$ cat src/rtl/multi_pulser_pkg.sv
// rtl/multi_pulser_pkg.sv - shared state encoding and defaults for multi_pulser
package multi_pulser_pkg;

   typedef enum logic [1:0] {
      IDLE  = 2'd0,
      PULSE = 2'd1,
      HOLD  = 2'd2
   } state_t;

   localparam int DEFAULT_LEN_W = 8;

endpackage

$ cat src/rtl/pulse_channel.sv
// rtl/pulse_channel.sv - one assertion-to-pulse channel with overrun flag
// Optional input synchroniser enabled by MULTI_PULSER_SYNC_EN.
module pulse_channel
   import multi_pulser_pkg::*;
#(
   parameter int   LEN_W = DEFAULT_LEN_W,
   parameter logic POL   = 1'b0
) (
   input  logic             clk,
   input  logic             rst,
   input  logic             in_lvl,
   input  logic [LEN_W-1:0] pulse_len,
   input  logic             ovr_clr,
   output logic             out,
   output logic             busy,
   output logic             overrun
);

   logic a;

`ifdef MULTI_PULSER_SYNC_EN
   logic sync1, sync2;

   // Sync flops reset to the deasserted level so reset release is not a trigger.
   always_ff @(posedge clk or posedge rst) begin
      if (rst) begin
         sync1 <= POL;
         sync2 <= POL;
      end else begin
         sync1 <= in_lvl;
         sync2 <= sync1;
      end
   end

   assign a = sync2 ^ POL;
`else
   assign a = in_lvl ^ POL;
`endif

   state_t           state, state_nxt;
   logic [LEN_W-1:0] cnt, cnt_nxt;
   logic             a_prev;
   logic             ovr_set;

   always_comb begin
      state_nxt = state;
      cnt_nxt   = cnt;
      ovr_set   = (state == PULSE) && a && !a_prev;
      case (state)
         IDLE: begin
            if (a) begin
               state_nxt = PULSE;
               cnt_nxt   = (pulse_len == '0) ? '0 : pulse_len - LEN_W'(1);
            end
         end
         PULSE: begin
            if (cnt == '0) state_nxt = HOLD;
            else           cnt_nxt   = cnt - LEN_W'(1);
         end
         HOLD: begin
            if (!a) state_nxt = IDLE;
         end
         default: state_nxt = IDLE;
      endcase
   end

   always_ff @(posedge clk or posedge rst) begin
      if (rst) begin
         state   <= IDLE;
         cnt     <= '0;
         a_prev  <= 1'b0;
         out     <= 1'b0;
         overrun <= 1'b0;
      end else begin
         state   <= state_nxt;
         cnt     <= cnt_nxt;
         a_prev  <= a;
         out     <= (state_nxt == PULSE);
         // A new overrun event beats a simultaneous clear.
         overrun <= ovr_set | (overrun & ~ovr_clr);
      end
   end

   assign busy = (state != IDLE);

endmodule

$ cat src/rtl/multi_pulser.sv
// rtl/multi_pulser.sv - multi-channel assertion-to-pulse generator (MULTI_PULSER_SYNC_EN adds input sync)
module multi_pulser
   import multi_pulser_pkg::*;
#(
   parameter int                  CHANNELS = 4,
   parameter int                  LEN_W    = DEFAULT_LEN_W,
   parameter logic [CHANNELS-1:0] POLARITY = {CHANNELS{1'b0}}
) (
   input  logic                clk,
   input  logic                rst,
   input  logic [CHANNELS-1:0] in,
   input  logic [LEN_W-1:0]    pulse_len,
   input  logic                ovr_clr,
   output logic [CHANNELS-1:0] out,
   output logic [CHANNELS-1:0] busy,
   output logic [CHANNELS-1:0] overrun
);

   for (genvar g = 0; g < CHANNELS; g++) begin : g_ch
      pulse_channel #(
         .LEN_W (LEN_W),
         .POL   (POLARITY[g])
      ) u_ch (
         .clk       (clk),
         .rst       (rst),
         .in_lvl    (in[g]),
         .pulse_len (pulse_len),
         .ovr_clr   (ovr_clr),
         .out       (out[g]),
         .busy      (busy[g]),
         .overrun   (overrun[g])
      );
   end

endmodule
$ cat config.mk
export PLATFORM = sky130hd
export DESIGN_NAME = multi_pulser
export DESIGN_NICKNAME = d
export VERILOG_FILES = /design/src/rtl/multi_pulser_pkg.sv /design/src/rtl/pulse_channel.sv /design/src/rtl/multi_pulser.sv
export SDC_FILE = /design/constraint.sdc
export NUM_CORES = 1
export LEC_CHECK = 0
export BUFFER_PORTS_ARGS = -buffer_cell sky130_fd_sc_hd__buf_2
export CAP_MARGIN = 5
export CORE_MARGIN = 3
export CORE_UTILIZATION = 50
export CTS_CLUSTER_DIAMETER = 100
export CTS_CLUSTER_SIZE = 24
export DETAILED_ROUTE_END_ITERATION = 12
export GPL_TIMING_DRIVEN = 0
export PLACE_DENSITY = 0.67
export SLEW_MARGIN = 10
export SYNTH_ARGS = -nofsm -noshare
export SYNTH_HDL_FRONTEND = slang
export SYNTH_SLANG_ARGS = --single-unit
export TNS_END_PERCENT = 1
$ cat constraint.sdc
create_clock -name clk -period 1.87 [get_ports clk]
set_input_delay 0.2805 -clock clk [delete_from_list [all_inputs] [get_ports clk]]
set_output_delay 0.2805 -clock clk [all_outputs]
set_load 0.01 [all_outputs]
# Word level (Yosys, flattened, before mapping)
# Cells that the tools add are included.
# op_classes
addsub,5
n_eq_ne,20
n_mux,29
bitwise_logic,9
reduce_logical,33
# op_table
op,n
$mux 8,9
$pmux 8 s2,4
$logic_not 8->1,5
$sub 8x1->8 const B,5
$mux 2,12
$pmux 2 s3,4
$eq 2x1->1 const B,8
$ne 2x2->1 const B,8
$reduce_bool 2->1,8
$reduce_and 3->1,4
$eq 2x2->1 const B,4
$logic_and 1x1->1,8
$logic_not 2->1,4
$and 1x1->1,4
$logic_not 1->1,4
$or 1x1->1,4
$not 1->1,1
# word_totals
reg_bits,52
input_bits,15
output_inout_bits,12
wordCells,116

# Logic depth before layout (Yosys ltp)
# depth
depth_word,4
mapped_depth,8
mapped_depth_nobuf,7

# Modules after synthesis
# From an unflattened synthesis, not the netlist that was laid out.
# unflattened
hier_cells,344
hier_area_um2,3323.2
# by_module_without_submodules
mod,instances,cells_each,area_per_inst_um2,seq_area_each_um2
pulse_channel,4,86,830.8,325.3

# Worst setup path after synthesis
# OpenSTA, ideal clock, no wires.
# synth_path
path_type,reg-to-reg
startpoint,register g_ch[2].u_ch.cnt[0]
endpoint,register g_ch[2].u_ch.cnt[2]
arrival_time_ns,1.682
setup_slack_ns,0.045
stages_incl_launch_ff,9
n_path_buf,1
cell_sequence,dfrtp_1 > inv_1 > ha_1 > nor4b_1 > a311o_1 > buf_4 > inv_2 > mux2i_1 > o221ai_1
# synth_via
elab_chain_len,3
# synth_rtl
element,line,rtl
from (decl),pulse_channel.sv:41,"logic [LEN_W-1:0] cnt, cnt_nxt;"
from (signal assigned),pulse_channel.sv:76,cnt <= cnt_nxt;
$sub 8x1->8 / $logic_not 8->1 (equally long branches),"pulse_channel.sv:58, pulse_channel.sv:57",
$mux 8 / $ne 2x2->1 (equally long branches),n/a,
$pmux 8 s2 / $reduce_and 3->1 (equally long branches),n/a,
# Parallel ways exist; a longest one is shown, timed or not. The select of a mux whose other input is x is not followed.
# A chain may end at the register's enable or synchronous reset.

# Worst setup path after layout
# layout_path
startpoint,register g_ch[2].u_ch.cnt[3]
endpoint,register g_ch[2].u_ch.cnt[0]
# layout_via
elab_chain_len,3
# layout_rtl
element,line,rtl
$logic_not 8->1,pulse_channel.sv:57,if (cnt == '0) state_nxt = HOLD;
$ne 2x2->1 (no source line),n/a,
$reduce_and 3->1 (no source line),n/a,
# Every way passes these cells.

==> results.sh <==
export IMPL_outcome="complete, but fails checks"
export IMPL_violations="negative hold slack"
export IMPL_vias=2692
export IMPL_place_area_um2=3290
export IMPL_antenna_cells=0
export IMPL_final_cell_mix="dfrtp_1, inv_1, nor2_1, buf_2, a21oi_1"
export IMPL_numPortBuffers=26
export IMPL_final_hold_violation_count=16
export IMPL_num_rows=27
export IMPL_fmax_ghz=0.555
export IMPL_drt_first_iter_violations=118
export IMPL_tritoncts="yes"
export IMPL_track_usage_pct=22.0
export IMPL_syn_area_um2=3050
export IMPL_ys_types=58
export IMPL_whs_ns=-0.00712
export IMPL_clockBufferDepth=2
export IMPL_slowest_delay_ns=0.45
export IMPL_r2r_cells=5
export IMPL_rsz0062_at_grt="true"
export IMPL_setup_violations=0
export IMPL_postRouteAntennaNets=0
export IMPL_clk_pin_slew_ns=0.10
export IMPL_numClockSinks=52
export IMPL_timing_slew_headroom_pct=57.0
export IMPL_initial_core_util_pct=53.4
export IMPL_path_cells="nor3_2 -> a311o_1 -> buf_6 -> nor2_1 -> a221o_1"
export IMPL_ir_drop_v=0.000759
export IMPL_insertion_delay_ns=0.31
export IMPL_hold_path_class="in2async"
export IMPL_start_kind="flip-flop"
export IMPL_postSynthAreaPerCell_um2=9.07
export IMPL_drt_first_pass_iters=4
export IMPL_gr_total_overflow=0
export IMPL_regArea_um2=1300
export IMPL_die_w_um=84.1
export IMPL_post_route_min_period_ns=1.80
export IMPL_tightest_slew_ns=0.642
export IMPL_nNetsFinal=396
export IMPL_cp_max_fo=9
export IMPL_grt_max_degree=30
export IMPL_fin_area_um2=3530
export IMPL_drv_slew=0
export IMPL_routed_via_density=6.02
export IMPL_drc=0
export IMPL_cp_required_ns=2.08
export IMPL_post_drt_wl_per_cell_um=16.9
export IMPL_die_area_um2=7070
export IMPL_numCtsBuffers=5
export IMPL_skew_ns=0.0126
export IMPL_synth_seq_cells=52
export IMPL_synth_seq_area_share_pct=42.7
export IMPL_endpoint_kind="flip-flop"
export IMPL_syn2layout_area_growth_pct=15.8
export IMPL_fill_cells=500
export IMPL_cap_viol_max_count=0
export IMPL_period_share_pct=96.4
export IMPL_drive_gt1_share_pct=24.3
export IMPL_leakage_nw=1.53
export IMPL_syn_inst=336
export IMPL_crit_arrival_ns=2.01
export IMPL_gp_congestion=0.869
export IMPL_mostFrequentLayoutCell="dfrtp_1"
export IMPL_antenna_found_initial=0
export IMPL_drt_total_wl_um=7560
export IMPL_cts_root_buf="clkbuf_8"
export IMPL_finalSetupTns_ns=0
export IMPL_cts_hold_buf=0
export IMPL_syn_num_nets=357
export IMPL_synth_edf_count=0
export IMPL_core_um2=5710
export IMPL_crit_slowest_cell="dfrtp_1"
export IMPL_htreeDepth=2
export IMPL_ios=27
export IMPL_dp_hpwl_um=5100
export IMPL_grt_pass1_wl_um=12400
export IMPL_multi_input_area_um2=1590
export IMPL_path_class="reg2reg"
export IMPL_die_h_um=84.1
export IMPL_ys_warn_count=0
export IMPL_grt_pass1_vias=2529
export IMPL_cellPowerDensity_nw_per_um2=1350
export IMPL_async_flop_share_pct=100
export IMPL_synth_flop_cell="dfrtp_1"
[synth_stat cells, types with 3 or more instances]
library cell | n | share of area [%]
nand4_1 | 4 | 0.82
or2_2 | 6 | 1.2
nand2b_1 | 11 | 2.3
buf_4 | 13 | 3.2
nor3_1 | 13 | 2.1
a311oi_1 | 3 | 0.86
o21bai_1 | 3 | 0.74
nor2_1 | 30 | 3.7
o21ai_0 | 17 | 2.8
a32o_1 | 3 | 0.98
clkbuf_1 | 5 | 0.62
nand2_1 | 13 | 1.6
ha_1 | 6 | 2.5
mux2i_1 | 5 | 1.6
a21oi_1 | 24 | 3.9
o221ai_1 | 8 | 2.3
nor3b_1 | 4 | 0.98
nor2b_1 | 10 | 2.1
nor4_1 | 6 | 1.2
dfrtp_1 | 52 | 43
or3_1 | 6 | 1.2
o211ai_1 | 6 | 1.5
inv_1 | 34 | 4.2
o32ai_1 | 5 | 1.4
nand3_1 | 6 | 0.98
[logic make-up (layout without fill, tap and decap cells)]
family | count (synthesis) | after routing | share of synthesized area, %
simple gates | 127 | 127 | 24.0
flops | 52 | 52 | 42.7
fa+ha+maj | 6 | 6 | 2.46
compound gates | 90 | 90 | 20.6
buf+inv | 56 | 95 | 8.58
mux | 5 | 5 | 1.64
[power by group]
group          leakage, nW  switching (W)  internal, W  total, W
Sequential           0.599       0.000483      0.00154   0.00202
Combinational        0.887        0.00107      0.00103   0.00210
Clock               0.0400       0.000387     0.000255  0.000642
[registers in the layout, summed over array words and instances (netlist names)]
register	flops
g_ch.u_ch.out	4
g_ch.u_ch.state	8
g_ch.u_ch.a_prev	4
g_ch.u_ch.cnt	32
g_ch.u_ch.overrun	4
[path summary, 6_finish.rpt]
path | from | to | slack, ns
max in group asynchronous | rst | g_ch[0].u_ch.cnt[2]$_DFFE_PP0P_ | 1.33
max | g_ch[2].u_ch.cnt[3]$_DFFE_PP0P_ | g_ch[2].u_ch.cnt[0]$_DFFE_PP0P_ | 0.07
max reg2reg | g_ch[2].u_ch.cnt[3]$_DFFE_PP0P_ | g_ch[2].u_ch.cnt[0]$_DFFE_PP0P_ | 0.07
min in group clk | in[1] | g_ch[1].u_ch.a_prev$_DFF_PP0_ | 0.11
min | rst | g_ch[3].u_ch.state[0]$_DFF_PP0_ | -0.007
min reg2reg | g_ch[2].u_ch.a_prev$_DFF_PP0_ | g_ch[2].u_ch.overrun$_DFF_PP0_ | 0.44
[per-stage QoR]
stage,std cells,hold slack (ns),utilization [%],setup slack (ns),power [W]
floorplan,336,0.312,-,0.0451,0.00338
global placement,434,0.428,57.3,-0.406,0.00377
detailed placement,435,0.352,57.6,-0.391,0.00385
CTS,444,0.00473,60.1,0.00875,0.00459
global route,447,0.0357,61.9,-0.0124,0.00517
finish,447,-0.00712,61.9,0.0673,0.00477
[routing by layer]
| metal | track usage, % | vias up | routed length [um] | share of wire [%] |
|---|---|---|---|---|
| met1 | 30.8 | 1301 | 3570 | 47 |
| met3 | 4.44 | 11 | 469 | 6.2 |
| met2 | 33.5 | 79 | 3370 | 45 |
| met5 | 0 | - | 0 | 0 |
| met4 | 7.89 | 0 | 148 | 2.0 |
| li1 | - | 1301 | - | - |
[timing repair]
action | in CTS | in global routing
gates cloned | 0 | 0
pin swaps | 1 | 1
setup endpoints to repair | 16 | 25
setup buffers | 2 | 3
gates resized for setup | 11 | 19
[cell type report]
type,count,share of cell area (%)
Clock buffer,5,1.95
Clock inverter,2,0.354
Tap cell,72,2.55
Timing Repair Buffer,32,5.31
Sequential cell,52,36.8
Inverter,36,4.11
Multi-Input combinational cell,228,45.1
Buffer,20,3.75
[critical path: cells and delay by family (launching register included)]
kind                   cells  cell delay (ns)
buffers and inverters      1             0.15
AND/OR/NAND/NOR            2             0.51
flip-flops                 1             0.45
AO/OA/AOI/OAI              2             0.58
(Power assumes the default switching activity.)
